`src/rtl/shrv_pkg.sv`:
```
// Shared types for the front end: fetch FSM states, NOP encoding,
// default reset PC and the buffered {pc, inst} entry.
package shrv_pkg;

  typedef enum logic [1:0] {
    RUN,
    WAIT,
    DRAIN
  } fetch_state_e;

  localparam logic [31:0] NOP_INST = 32'h0000_0013;
  localparam logic [31:0] DEFAULT_RESET_PC = 32'h0000_0000;

  typedef struct packed {
    logic [31:0] pc;
    logic [31:0] inst;
  } fetch_entry_t;

endpackage

```
`src/rtl/inst_fetch_if.sv`:
```
// Fetch bus bundle: imem req/gnt/rvalid side and decoder valid/ready side.
// master = fetch unit; slave = memory plus decoder.
interface inst_fetch_if;

  logic        imem_req;
  logic [31:0] imem_addr;
  logic        imem_gnt;
  logic        imem_rvalid;
  logic [31:0] imem_rdata;

  logic        inst_valid;
  logic [31:0] inst;
  logic [31:0] inst_pc;
  logic        inst_ready;

  modport master (
    output imem_req,
    output imem_addr,
    input  imem_gnt,
    input  imem_rvalid,
    input  imem_rdata,
    output inst_valid,
    output inst,
    output inst_pc,
    input  inst_ready
  );

  modport slave (
    input  imem_req,
    input  imem_addr,
    output imem_gnt,
    output imem_rvalid,
    output imem_rdata,
    input  inst_valid,
    input  inst,
    input  inst_pc,
    output inst_ready
  );

endinterface

```
`src/rtl/fetch_fifo.sv`:
```
// Instruction buffer: DEPTH-entry ring of {pc, inst}; push/pop/flush,
// full/empty/count; push while full is accepted when a pop happens too.
module fetch_fifo
  import shrv_pkg::*;
#(
  parameter int DEPTH = 2,
  localparam int AW = $clog2(DEPTH),
  localparam int CW = AW + 1
) (
  input  logic         CLK,
  input  logic         RST,
  input  logic         push,
  input  logic         pop,
  input  logic         flush,
  input  fetch_entry_t wdata,
  output fetch_entry_t rdata,
  output logic         full,
  output logic         empty,
  output logic [CW-1:0] count
);

  fetch_entry_t mem [DEPTH];
  logic [AW-1:0] rd_ptr;
  logic [AW-1:0] wr_ptr;
  logic do_push;
  logic do_pop;

  assign empty = (count == '0);
  assign full = (count == CW'(DEPTH));
  assign do_pop = pop && !empty;
  assign do_push = push && (!full || do_pop);
  assign rdata = mem[rd_ptr];

  always_ff @(posedge CLK or posedge RST) begin
    if (RST) begin
      rd_ptr <= '0;
      wr_ptr <= '0;
      count <= '0;
    end else if (flush) begin
      rd_ptr <= '0;
      wr_ptr <= '0;
      count <= '0;
    end else begin
      if (do_push) wr_ptr <= wr_ptr + 1'b1;
      if (do_pop) rd_ptr <= rd_ptr + 1'b1;
      count <= count + CW'(do_push) - CW'(do_pop);
    end
  end

  always_ff @(posedge CLK) begin
    if (do_push && !flush) mem[wr_ptr] <= wdata;
  end

endmodule

```
`src/rtl/inst_fetch.sv`:
```
// Instruction fetch: PC, RUN/WAIT/DRAIN FSM, imem handshake, buffer.
// Ports: CLK, RST, redirect, redirect_pc, bus (inst_fetch_if.master).
module inst_fetch
  import shrv_pkg::*;
#(
  parameter logic [31:0] RESET_PC = DEFAULT_RESET_PC,
  parameter int BUF_DEPTH = 2
) (
  input  logic        CLK,
  input  logic        RST,
  input  logic        redirect,
  input  logic [31:0] redirect_pc,
  inst_fetch_if.master bus
);

  localparam int CW = $clog2(BUF_DEPTH) + 1;
  localparam logic [CW:0] SLOT_MAX = (CW + 1)'(BUF_DEPTH);

  fetch_state_e state;
  fetch_state_e state_nxt;
  logic [31:0] fetch_pc;
  logic [31:0] fetch_pc_nxt;

  logic [CW-1:0] count;
  logic full;
  logic empty;
  fetch_entry_t head;
  fetch_entry_t wr_entry;

  logic pending;
  logic pop;
  logic push;
  logic req;
  logic grant;
  logic [CW:0] slots;

  assign pending = (state == WAIT);
  assign pop = !empty && bus.inst_ready;

  // Buffered plus in-flight entries, counting this cycle's pop as
  // already gone so a consumed slot can be refetched at once.
  assign slots = {1'b0, count}
               + (CW + 1)'(pending)
               - (CW + 1)'(pop);

  // In WAIT a new request may only go out alongside the returning
  // rvalid, keeping a single outstanding grant. Redirect drops any
  // ungranted request so the stale address is never accepted.
  assign req = !RST && !redirect
            && (state == RUN || (pending && bus.imem_rvalid))
            && (slots < SLOT_MAX);
  assign grant = req && bus.imem_gnt;

  assign push = pending && bus.imem_rvalid && !redirect
             && (!full || pop);

  assign wr_entry.pc = fetch_pc - 32'd4;
  assign wr_entry.inst = bus.imem_rdata;

  always_ff @(posedge CLK or posedge RST) begin
    if (RST) begin
      state <= RUN;
      fetch_pc <= RESET_PC;
    end else begin
      state <= state_nxt;
      fetch_pc <= fetch_pc_nxt;
    end
  end

  always_comb begin
    state_nxt = state;
    fetch_pc_nxt = fetch_pc;

    unique case (1'b1)
      redirect: fetch_pc_nxt = redirect_pc & ~32'h3;
      grant: fetch_pc_nxt = fetch_pc + 32'd4;
      default: fetch_pc_nxt = fetch_pc;
    endcase

    unique case (state)
      RUN: begin
        if (grant) state_nxt = WAIT;
      end
      WAIT: begin
        if (redirect) begin
          state_nxt = bus.imem_rvalid ? RUN : DRAIN;
        end else if (bus.imem_rvalid) begin
          state_nxt = grant ? WAIT : RUN;
        end
      end
      DRAIN: begin
        if (bus.imem_rvalid) state_nxt = RUN;
      end
      default: state_nxt = RUN;
    endcase
  end

  fetch_fifo #(
    .DEPTH(BUF_DEPTH)
  ) u_fifo (
    .CLK  (CLK),
    .RST  (RST),
    .push (push),
    .pop  (pop),
    .flush(redirect),
    .wdata(wr_entry),
    .rdata(head),
    .full (full),
    .empty(empty),
    .count(count)
  );

  assign bus.imem_req = req;
  assign bus.imem_addr = fetch_pc;
  assign bus.inst_valid = !empty;
  assign bus.inst = empty ? NOP_INST : head.inst;
  assign bus.inst_pc = empty ? RESET_PC : head.pc;

endmodule

```
`src/flat_wrapper.sv`:
```
// flat-port wrapper written by rule: the top's interface ports become plain ports
module inst_fetch_flat import shrv_pkg::*;
#(
  parameter logic [31:0] RESET_PC = DEFAULT_RESET_PC,
  parameter int BUF_DEPTH = 2
)
  (CLK, RST, redirect, redirect_pc, bus_imem_req, bus_imem_addr, bus_imem_gnt, bus_imem_rvalid, bus_imem_rdata, bus_inst_valid, bus_inst, bus_inst_pc, bus_inst_ready);
  inst_fetch_if bus_i ();
  input  logic CLK;
  input  logic RST;
  input  logic redirect;
  input  logic [31:0] redirect_pc;
  output wire logic [$bits(bus_i.imem_req)-1:0] bus_imem_req;
  output wire logic [$bits(bus_i.imem_addr)-1:0] bus_imem_addr;
  input wire logic [$bits(bus_i.imem_gnt)-1:0] bus_imem_gnt;
  input wire logic [$bits(bus_i.imem_rvalid)-1:0] bus_imem_rvalid;
  input wire logic [$bits(bus_i.imem_rdata)-1:0] bus_imem_rdata;
  output wire logic [$bits(bus_i.inst_valid)-1:0] bus_inst_valid;
  output wire logic [$bits(bus_i.inst)-1:0] bus_inst;
  output wire logic [$bits(bus_i.inst_pc)-1:0] bus_inst_pc;
  input wire logic [$bits(bus_i.inst_ready)-1:0] bus_inst_ready;
  assign bus_imem_req = bus_i.imem_req;
  assign bus_imem_addr = bus_i.imem_addr;
  assign bus_i.imem_gnt = bus_imem_gnt;
  assign bus_i.imem_rvalid = bus_imem_rvalid;
  assign bus_i.imem_rdata = bus_imem_rdata;
  assign bus_inst_valid = bus_i.inst_valid;
  assign bus_inst = bus_i.inst;
  assign bus_inst_pc = bus_i.inst_pc;
  assign bus_i.inst_ready = bus_inst_ready;
  inst_fetch #(.RESET_PC(RESET_PC), .BUF_DEPTH(BUF_DEPTH)) u_core (.CLK(CLK), .RST(RST), .redirect(redirect), .redirect_pc(redirect_pc), .bus(bus_i));
endmodule
```
`config.mk`:
```
export PLATFORM = sky130hd
export DESIGN_NAME = inst_fetch_flat
export DESIGN_NICKNAME = d
export VERILOG_FILES = /design/src/rtl/shrv_pkg.sv /design/src/rtl/inst_fetch_if.sv /design/src/rtl/fetch_fifo.sv /design/src/rtl/inst_fetch.sv /design/src/flat_wrapper.sv
export SDC_FILE = /design/constraint.sdc
export NUM_CORES = 1
export LEC_CHECK = 0
export CORE_MARGIN = 10
export CORE_UTILIZATION = 50
export DETAILED_ROUTE_END_ITERATION = 8
export GPL_ROUTABILITY_DRIVEN = 0
export PLACE_DENSITY = 0.79
export SETUP_SLACK_MARGIN = 0.2
export SLEW_MARGIN = 20
export SYNTH_ARGS = -nofsm -noshare
export SYNTH_HDL_FRONTEND = slang
export SYNTH_SLANG_ARGS = --single-unit
```
`constraint.sdc`:
```
create_clock -name CLK -period 5.4 [get_ports CLK]
set_input_delay 0.54 -clock CLK [delete_from_list [all_inputs] [get_ports CLK]]
set_output_delay 0.54 -clock CLK [all_outputs]
set_load 0.005 [all_outputs]
```
==> impl_metrics.env, run 1 <==
export IMPL_status="finished, final reports clean"
export IMPL_path_max_fanout=24
export IMPL_crit_type="flip-flop to flip-flop"
export IMPL_synth_top_cell_by_area="edfxtp_1"
export IMPL_grt_pass1_vias=5655
export IMPL_start_util_pct=50.6
export IMPL_skew_ns=0.00548
export IMPL_dr_pass1_iters=8
export IMPL_n_antenna_cell=0
export IMPL_synth_most_common_cell="edfxtp_1"
export IMPL_cts_repair_resized=0
export IMPL_seqPwrFrac_pct=41.1
export IMPL_postSynthAreaPerCell_um2=12.3
export IMPL_cts_tree="built"
export IMPL_via_per_inst=5.88
export IMPL_area_growth_pct=30.1
export IMPL_critPathCaptureType="flip-flop"
export IMPL_async_reset_ff_share_pct=22.5
export IMPL_cts_root_buf="clkbuf_16"
export IMPL_p_switching_mw=1.08
export IMPL_rows=45
export IMPL_cts_sinks=160
export IMPL_finalSetupViolCount=0
export IMPL_io_pins=168
export IMPL_pwr_share_clk_pct=29.8
export IMPL_wl_per_cell_um=20.0
export IMPL_ys_ff_latch=160
export IMPL_p_sw_share_pct=29.0
export IMPL_required_ns=5.76
export IMPL_via_count=5687
export IMPL_fin_crit_sh_pct=74.4
export IMPL_grt_max_degree=64
export IMPL_dp_hpwl_um=13400
export IMPL_crit_arrival_ns=4.37
export IMPL_synth_edf_count=124
export IMPL_place_inst=935
export IMPL_clock_latency_ns=0.41
export IMPL_cts_buffers=17
export IMPL_cts_hold_buffers=0
export IMPL_die_w_um=144
export IMPL_syn_area_mm2=0.00767
export IMPL_finalHoldViolCount=0
export IMPL_comb_power_share_pct=29.1
export IMPL_tns_ns=0
export IMPL_power_leakage_nw=3.39
export IMPL_tightest_slew_ns=1.12
export IMPL_relSlewSlack_pct=25.0
export IMPL_synth_area_top_cells="edfxtp_1 49%, dfrtp_1 12%, mux2i_1 8.4%, nor2_1 4.6%, xor2_1 2.2%"
export IMPL_maxSlewViolCount=0
export IMPL_die_area_mm2=0.0207
export IMPL_synthFlopType="edfxtp_1"
export IMPL_core_area_mm2=0.0151
export IMPL_postSynthCellCount=622
export IMPL_fin_nets=843
export IMPL_cp_start_kind="flip-flop"
export IMPL_max_cap_viol_count=0
export IMPL_die_h_um=144
export IMPL_drive_above_1_share_pct=8.72
export IMPL_clock_path_buffers=2
export IMPL_synth_seq_area_share_pct=60.3
export IMPL_yosysUniqueCellTypes=65
export IMPL_min_period_ns=4.02
export IMPL_gr_total_overflow=0
export IMPL_drt_wl_total_um=19300
export IMPL_hold_path_class="flip-flop to flip-flop"
export IMPL_postCtsSetupRepairBufs=0
export IMPL_drcViolationCount=0
export IMPL_grt_util_all_layers_pct=18.6
export IMPL_p_per_area_mw_per_mm2=373
export IMPL_rsz0062_at_grt="false"
export IMPL_port_buffers=161
export IMPL_p_int_mw=2.65
export IMPL_final_cell_count_no_fill=968
export IMPL_ys_warn_count=0
export IMPL_grt_pass1_wl_um=30100
export IMPL_antenna_left=0
export IMPL_fmax_ghz=0.249
export IMPL_yosysTopAreaCellShare_pct=48.5
export IMPL_antenna_found_initial=0
export IMPL_synthTopCellsByCount="124 x edfxtp_1, 93 x nor2_1, 64 x mux2i_1, 36 x dfrtp_1, 30 x clkbuf_1"
export IMPL_peakVddDrop_mv=0.261
export IMPL_drt_iter0_markers=558
export IMPL_h_tree_depth=4
export IMPL_clk_pin_slew_ns=0.06
-- cells by family (layout without fill, tap and decap cells) --
group	count (synthesis)	in the layout	share of synthesized area [%]
xor+xnor	32	32	3.65
fa+ha+maj	6	6	1.08
buf+inv	65	220	3.56
flops	160	160	60.3
simple gates	240	240	17.0
other cells	1	4	0.0489
mux	64	64	8.35
compound gates	54	54	6.05
-- power by group through the flow --
stage,clock (mW),combinational (mW),sequential (mW)
3_3_place_gp,0,1.03,1.59
3_5_place_dp,0,1.06,1.59
4_1_cts,1.13,1.06,1.57
2_1_floorplan,0,0.570,1.48
5_1_grt,1.19,1.18,1.54
6_report,1.11,1.09,1.53
-- per-layer routing --
metal | track usage [%] | part of all wire, % | vias to the layer above
li1 | - | - | 2606
met1 | 21.9 | 40 | 2767
met2 | 31.4 | 50 | 266
met3 | 6.14 | 8.6 | 48
met4 | 6.18 | 2.2 | 0
met5 | 0 | 0 | -
-- critical path, stage by stage (launching register included) --
cell and delay, ns:
dfrtp_1 0.48, nor2_4 0.13, inv_1 0.10, and2_1 0.20, ha_1 0.26, nand2b_1 0.15
fa_1 0.48, nor4b_2 0.26, nand4_1 0.93, o41ai_1 0.70, o221a_2 0.25
-- sequential cells by signal, summed over array words and instances, names as in the netlist --
| signal | cells |
|---|---|
| u_core.u_fifo.rd_ptr | 1 |
| u_core.bus.imem_addr | 30 |
| u_core.state | 2 |
| u_core.u_fifo.mem | 124 |
| u_core.u_fifo.count | 2 |
| u_core.u_fifo.wr_ptr | 1 |
-- final timing paths --
path | start | endpoint | slack [ns] | cells past startpoint
max | u_core.u_fifo.count[1] | u_core.bus.imem_addr[23] | 1.38 | 10
min | u_core.bus.imem_addr[31] | u_core.bus.imem_addr[31] | 0.55 | 1
max reg2reg | u_core.u_fifo.count[1] | u_core.bus.imem_addr[23] | 1.38 | 10
min reg2reg | u_core.bus.imem_addr[31] | u_core.bus.imem_addr[31] | 0.55 | 1
max in group asynchronous | RST | u_core.u_fifo.rd_ptr | 4.41 | 3
min in group asynchronous | RST | u_core.state[1] | 0.61 | 3
-- through the flow --
stage          setup WS, ns  instance area [um^2]  utilization, %  hold slack (ns)  power, mW
6_report               1.38                  9980            65.9            0.549       3.73
5_1_grt                1.15                  9980            65.9            0.580       3.92
4_1_cts                1.42                  9950            65.7            0.547       3.76
3_5_place_dp           1.15                  9400            62.1            0.534       2.65
3_3_place_gp           1.28                  9400            62.1            0.529       2.61
2_1_floorplan          1.32                  7680               -            0.513       2.05
-- layout by cell type, fill, tap and decap left out, types with 6 or more instances in the layout --
cell type,instances
a311oi_1,8
and2_1,7
and3_1,6
buf_4,7
clkbuf_16,17
clkdlybuf4s50_1,161
clkinv_2,6
dfrtp_1,35
edfxtp_1,124
inv_1,19
mux2i_1,64
nand2_1,29
nand3_1,15
nand4_1,17
nor2_1,91
nor3_1,20
nor4_1,10
xnor2_1,13
xor2_1,19
-- area by class of cell --
type | instances | area, um^2
clock inverter | 11 | 90.1
tap | 188 | 235
clock buffer | 21 | 460
sequential | 160 | 4630
timing repair buffer | 169 | 1690
fill | 1138 | 5160
inverter | 19 | 71.3
multi-input combinational | 400 | 2810
No activity file was read; power rests on OpenSTA's default activity.
==> run 2, diff against run 1 <==
Clock period 5.4 ns to 3.75 ns, I/O delays scaled along.
==> run 2 against run 1 <==
Routed wire length rose by 1.8%. Worst hold slack got worse by 0.076 ns. Non-clock buffer count increased by 5. First-iteration DRC count fell by 18%. Via count grew 0.23%. Clock skew is 0.0023 ns higher. Cell count up 0.52%. Clock-buffer cell count did not move. Clock power grew 65%. Setup slack got worse by 0.91 ns. Total power grew 51%. Largest cell class unchanged. Largest power group unchanged. Highest routed layer unchanged.
==> impl_metrics.env, run 2 (synthesis gave the netlist of run 1 again) <==
export IMPL_final_util_pct=66.7
export IMPL_n_antenna_cell=0
export IMPL_cts_hold_buffers=0
export IMPL_final_area_mm2=0.0101
export IMPL_reg2regPathDepth=12
export IMPL_antenna_found_initial=0
export IMPL_die_h_um=144
export IMPL_crit_arrival_ns=3.57
export IMPL_finalHoldViolCount=0
export IMPL_h_tree_depth=4
export IMPL_dp_hpwl_um=13500
export IMPL_tightest_slew_ns=0.886
export IMPL_crit_chain="nor2_4, inv_2, and2_1, ha_1, nand2b_1, fa_1, nor4b_4, buf_4, and4_1, buf_4, nand4_1, a221oi_1"
export IMPL_fin_crit_sh_pct=87.3
export IMPL_relSlewSlack_pct=40.9
export IMPL_drt_wl_total_um=19700
export IMPL_critPathCaptureType="flip-flop"
export IMPL_grt_pass1_vias=5783
export IMPL_placed_area_mm2=0.00944
export IMPL_comb_power_share_pct=28.2
export IMPL_skew_ns=0.00777
export IMPL_p_switching_mw=1.57
export IMPL_grt_max_degree=63
export IMPL_die_area_mm2=0.0207
export IMPL_final_common_cell="clkdlybuf4s50_1"
export IMPL_drt_iter0_markers=457
export IMPL_final_cell_count_no_fill=973
export IMPL_pwr_share_clk_pct=32.5
export IMPL_cp_start_kind="flip-flop"
export IMPL_hold_path_class="input pin to async pin"
export IMPL_status="finished, final reports clean"
export IMPL_cts_sinks=160
export IMPL_clock_latency_ns=0.42
export IMPL_tns_ns=0
export IMPL_finalSetupViolCount=0
export IMPL_largest_reg_flops=124
export IMPL_crit_type="flip-flop to flip-flop"
export IMPL_antenna_left=0
export IMPL_p_sw_share_pct=28.0
export IMPL_core_area_mm2=0.0151
export IMPL_final_cell_mix="160 x clkdlybuf4s50_1, 124 x edfxtp_1, 91 x nor2_1"
export IMPL_cts_tree="built"
export IMPL_critPathMostFrequentCell="buf_4"
export IMPL_cp_slowest_cell="fa_1"
export IMPL_place_inst=938
export IMPL_fin_nets=848
export IMPL_via_per_inst=5.86
export IMPL_required_ns=4.05
export IMPL_rsz0062_at_grt="false"
export IMPL_critPathLaunch="u_core.u_fifo.count[0]"
export IMPL_seqPwrFrac_pct=39.3
export IMPL_peakVddDrop_mv=0.390
export IMPL_die_w_um=144
export IMPL_p_per_area_mw_per_mm2=556
export IMPL_max_cap_viol_count=0
export IMPL_clk_pin_slew_ns=0.06
export IMPL_largest_register="u_core.u_fifo.mem"
export IMPL_via_count=5700
export IMPL_wl_per_cell_um=20.2
export IMPL_grt_util_all_layers_pct=19.0
export IMPL_min_period_ns=3.27
export IMPL_gr_total_overflow=0
export IMPL_grt_pass1_wl_um=30800
export IMPL_p_int_mw=4.05
export IMPL_dr_pass1_iters=6
export IMPL_io_pins=168
export IMPL_power_leakage_nw=3.46
export IMPL_clock_path_buffers=2
export IMPL_start_util_pct=50.6
export IMPL_path_max_fanout=30
export IMPL_drive_above_1_share_pct=9.43
export IMPL_cts_root_buf="clkbuf_16"
export IMPL_fmax_ghz=0.306
export IMPL_r2r_start="u_core.u_fifo.count[0]"
export IMPL_hold_ws_ns=0.473
export IMPL_rows=45
export IMPL_port_buffers=161
export IMPL_cts_buffers=17
export IMPL_maxSlewViolCount=0
export IMPL_area_growth_pct=31.7
export IMPL_cp_slowest_stage_delay_ns=0.49
export IMPL_drcViolationCount=0
-- run 2: cell types whose count changed in the layout (fill, tap and decap cells not counted), moves of 2 or more --
| cell | delta |
|---|---|
| buf_4 | +5 |
| clkinv_2 | -5 |
| bufinv_16 | +3 |
| clkinv_1 | +3 |
| clkinvlp_4 | -2 |
| dfrtp_1 | -2 |
| dfrtp_2 | +2 |
| inv_1 | -2 |
| inv_2 | +2 |
-- run 2: cell type report --
cell class	count	area, um^2
tap	188	235
clock buffer	21	470
timing repair buffer	174	1720
fill	1137	5040
sequential	160	4630
inverter	19	71.3
multi-input combinational	400	2810
clock inverter	11	160
-- run 2: final timing paths --
kind                                       endpoint  slack, ns
setup / recovery           u_core.bus.imem_addr[28]       0.48
hold / removal             u_core.bus.imem_addr[10]       0.47
setup reg to reg           u_core.bus.imem_addr[28]       0.48
hold reg to reg            u_core.bus.imem_addr[31]       0.55
max in group asynchronous   u_core.bus.imem_addr[4]       2.74
min in group CLK           u_core.u_fifo.mem[1][22]       0.53
-- run 2: metrics by stage --
step                      power (mW)  setup slack (ns)
after floorplan                 2.96             0.663
after global placement          3.77             0.484
after detailed placement        3.83             0.328
after CTS                       5.66             0.203
after global routing            5.88             0.306
final                           5.62             0.478
-- run 2: layer usage --
metal	track usage, %	vias up	wire length (um)
met5	0	-	0
met4	8.11	0	475
met3	4.55	49	1560
met2	31.9	263	9810
met1	22.8	2775	7810
li1	-	2613	-
-- run 2: power by group through the flow --
stage          Clock, mW  Combinational [mW]  Sequential, mW
2_1_floorplan          0               0.821            2.14
3_3_place_gp           0                1.53            2.24
3_5_place_dp           0                1.58            2.25
4_1_cts             1.85                1.61            2.20
5_1_grt             1.94                1.72            2.23
6_report            1.83                1.59            2.21
-- run 2: timing repair --
action                                  in CTS  in global routing
gates resized for setup                      3                  2
endpoints found under the setup margin       1                  1
pin swaps                                    1                  1
setup buffers                                2                  1
-- run 2: critical path: cells and delay by family, from the launching register on --
kind	cells	cell delay, ns
and+or+nand+nor	6	1.02
adders and majority gates	2	0.76
buffers and inverters	3	0.57
DFF	1	0.43
AOI/OAI and AO/OA	1	0.34
==> run 3, diff against run 2 <==
Settings changed: CELL_PAD_IN_SITES_DETAIL_PLACEMENT set to 1, CELL_PAD_IN_SITES_GLOBAL_PLACEMENT set to 1, CORE_UTILIZATION 50 to 41, PLACE_DENSITY 0.79 to unset, PLACE_DENSITY_LB_ADDON set to 0.08.
==> run 3 against run 2 <==
Core utilization shrank 11 points. Critical endpoint is now bus_imem_req. Sequential share of layout area is 0.16 points lower. First-iteration DRC count is 25% lower. Largest cell class unchanged. Setup slack got worse by 0.17 ns.
==> impl_metrics.env, run 3 (synthesis gave the netlist of run 1 again) <==
export IMPL_power_leakage_nw=3.43
export IMPL_use_met1_pct=21.0
export IMPL_cp_slowest_cell="clkdlybuf4s50_1"
export IMPL_peakVddDrop_mv=0.338
export IMPL_max_cap_viol_count=0
export IMPL_gr_total_overflow=0
export IMPL_min_period_ns=3.44
export IMPL_die_w_um=157
export IMPL_cts_sinks=160
export IMPL_dr_pass1_iters=6
export IMPL_cts_tree="built"
export IMPL_tightest_slew_ns=0.901
export IMPL_core_area_mm2=0.0182
export IMPL_maxSlewViolCount=0
export IMPL_cts_buffers=17
export IMPL_clock_latency_ns=0.43
export IMPL_area_growth_pct=32.2
export IMPL_drt_iter0_markers=343
export IMPL_grt_max_degree=63
export IMPL_grt_util_all_layers_pct=17.4
export IMPL_crit_type="flip-flop to primary output"
export IMPL_drt_wl_total_um=21300
export IMPL_largest_reg_flops=124
export IMPL_die_area_mm2=0.0246
export IMPL_hold_path_class="input pin to async pin"
export IMPL_clock_path_buffers=2
export IMPL_fillers=1819
export IMPL_via_count=5621
export IMPL_critPathCaptureType="primary output"
export IMPL_status="finished, final reports clean"
export IMPL_final_cell_mix="161 x clkdlybuf4s50_1, 124 x edfxtp_1, 91 x nor2_1"
export IMPL_p_per_area_mw_per_mm2=554
export IMPL_cts_hold_buffers=0
export IMPL_final_util_pct=55.7
export IMPL_die_h_um=157
export IMPL_fin_nets=847
export IMPL_skew_ns=0.0115
export IMPL_h_tree_depth=4
export IMPL_largest_register="u_core.u_fifo.mem"
export IMPL_relSlewSlack_pct=39.9
export IMPL_rsz0062_at_grt="false"
export IMPL_wl_per_cell_um=21.1
export IMPL_final_common_cell="clkdlybuf4s50_1"
export IMPL_grt_pass1_vias=5996
export IMPL_cp_start_kind="flip-flop"
export IMPL_clk_pin_slew_ns=0.07
export IMPL_drive_above_1_share_pct=9.32
export IMPL_dp_hpwl_um=14700
export IMPL_io_pins=168
export IMPL_place_inst=979
export IMPL_required_ns=3.38
export IMPL_drcViolationCount=0
export IMPL_n_antenna_cell=0
export IMPL_met2_usage_pct=29.1
export IMPL_antenna_left=0
export IMPL_antenna_found_initial=0
export IMPL_fmax_ghz=0.291
export IMPL_use_met3_pct=5.10
export IMPL_rows=49
export IMPL_path_max_fanout=6
export IMPL_fin_crit_sh_pct=91.7
export IMPL_crit_chain="nor2_4, inv_2, and2_1, ha_1, nand2b_1, fa_1, nor4b_4, and3_1, clkdlybuf4s50_1"
export IMPL_finalSetupViolCount=0
export IMPL_port_buffers=161
export IMPL_cp_slowest_stage_delay_ns=0.51
export IMPL_grt_pass1_wl_um=33500
export IMPL_tns_ns=0
export IMPL_grt_busiest_layer="met2"
export IMPL_crit_arrival_ns=3.06
export IMPL_via_per_inst=5.55
export IMPL_start_util_pct=42.1
export IMPL_finalHoldViolCount=0
export IMPL_cts_root_buf="clkbuf_16"
export IMPL_final_cell_count_no_fill=1012
-- run 3: cell count changes in the layout (fill, tap and decap cells not counted), moves of 2 or more --
cell,previous run,this run
clkbuf_8,3,0
clkinvlp_4,2,5
buf_4,12,10
clkinv_1,3,1
inv_6,0,2
-- run 3: path summary, 6_finish.rpt --
kind | start | endpoint | slack (ns) | cells past startpoint
worst max-delay path | u_core.u_fifo.count[0] | bus_imem_req | 0.31 | 9
worst min-delay path | RST | u_core.u_fifo.count[1] | 0.47 | 3
worst max register to register | u_core.u_fifo.count[0] | u_core.bus.imem_addr[23] | 0.63 | 12
worst min register to register | u_core.bus.imem_addr[31] | u_core.bus.imem_addr[31] | 0.57 | 1
max in group asynchronous | RST | u_core.u_fifo.rd_ptr | 2.90 | 3
min in group CLK | bus_imem_rdata[26] | u_core.u_fifo.mem[1][26] | 0.53 | 1
-- run 3: power breakdown --
group	switching [mW]	internal, mW
Sequential	0.192	2.03
Clock	0.700	1.11
Combinational	0.725	0.857
Total	1.62	4.00
-- run 3: final cells by class --
cell class	instances	area [um^2]	area share, %
Inverter	19	71.3	0.703
Timing Repair Buffer	173	1730	17.0
Tap cell	229	287	2.83
Clock inverter	13	188	1.85
Multi-Input combinational cell	400	2810	27.7
Clock buffer	18	429	4.23
Sequential cell	160	4630	45.7
-- run 3: per-stage QoR --
stage	power (mW)	worst slack (ns)	area [um^2]	hold slack, ns
finish	5.62	0.312	10100	0.468
global route	5.90	0.169	10100	0.516
CTS	5.68	0.201	10100	0.480
detailed placement	3.85	0.472	9500	0.548
global placement	3.81	0.503	9500	0.531
floorplan	2.96	0.663	7680	0.441
-- run 3: layer usage --
layer,share of wire [%],wire [um],up-vias
met5,0,0,-
met4,1.6,332,0
met3,6.6,1410,27
met2,50,10700,182
met1,42,8890,2794
li1,-,-,2618
-- run 3: worst max-delay path, delay by kind of cell, from the launching register on --
family	cells	cell delay (ns)
simple gates	5	0.86
fa+ha+maj	2	0.75
buf+inv	2	0.58
flops	1	0.44
-- run 3: repair_timing --
item,4_1_cts,5_1_grt
pin swaps,0,1
setup endpoints to repair,1,1
buffers inserted,0,2
resized for setup,2,2
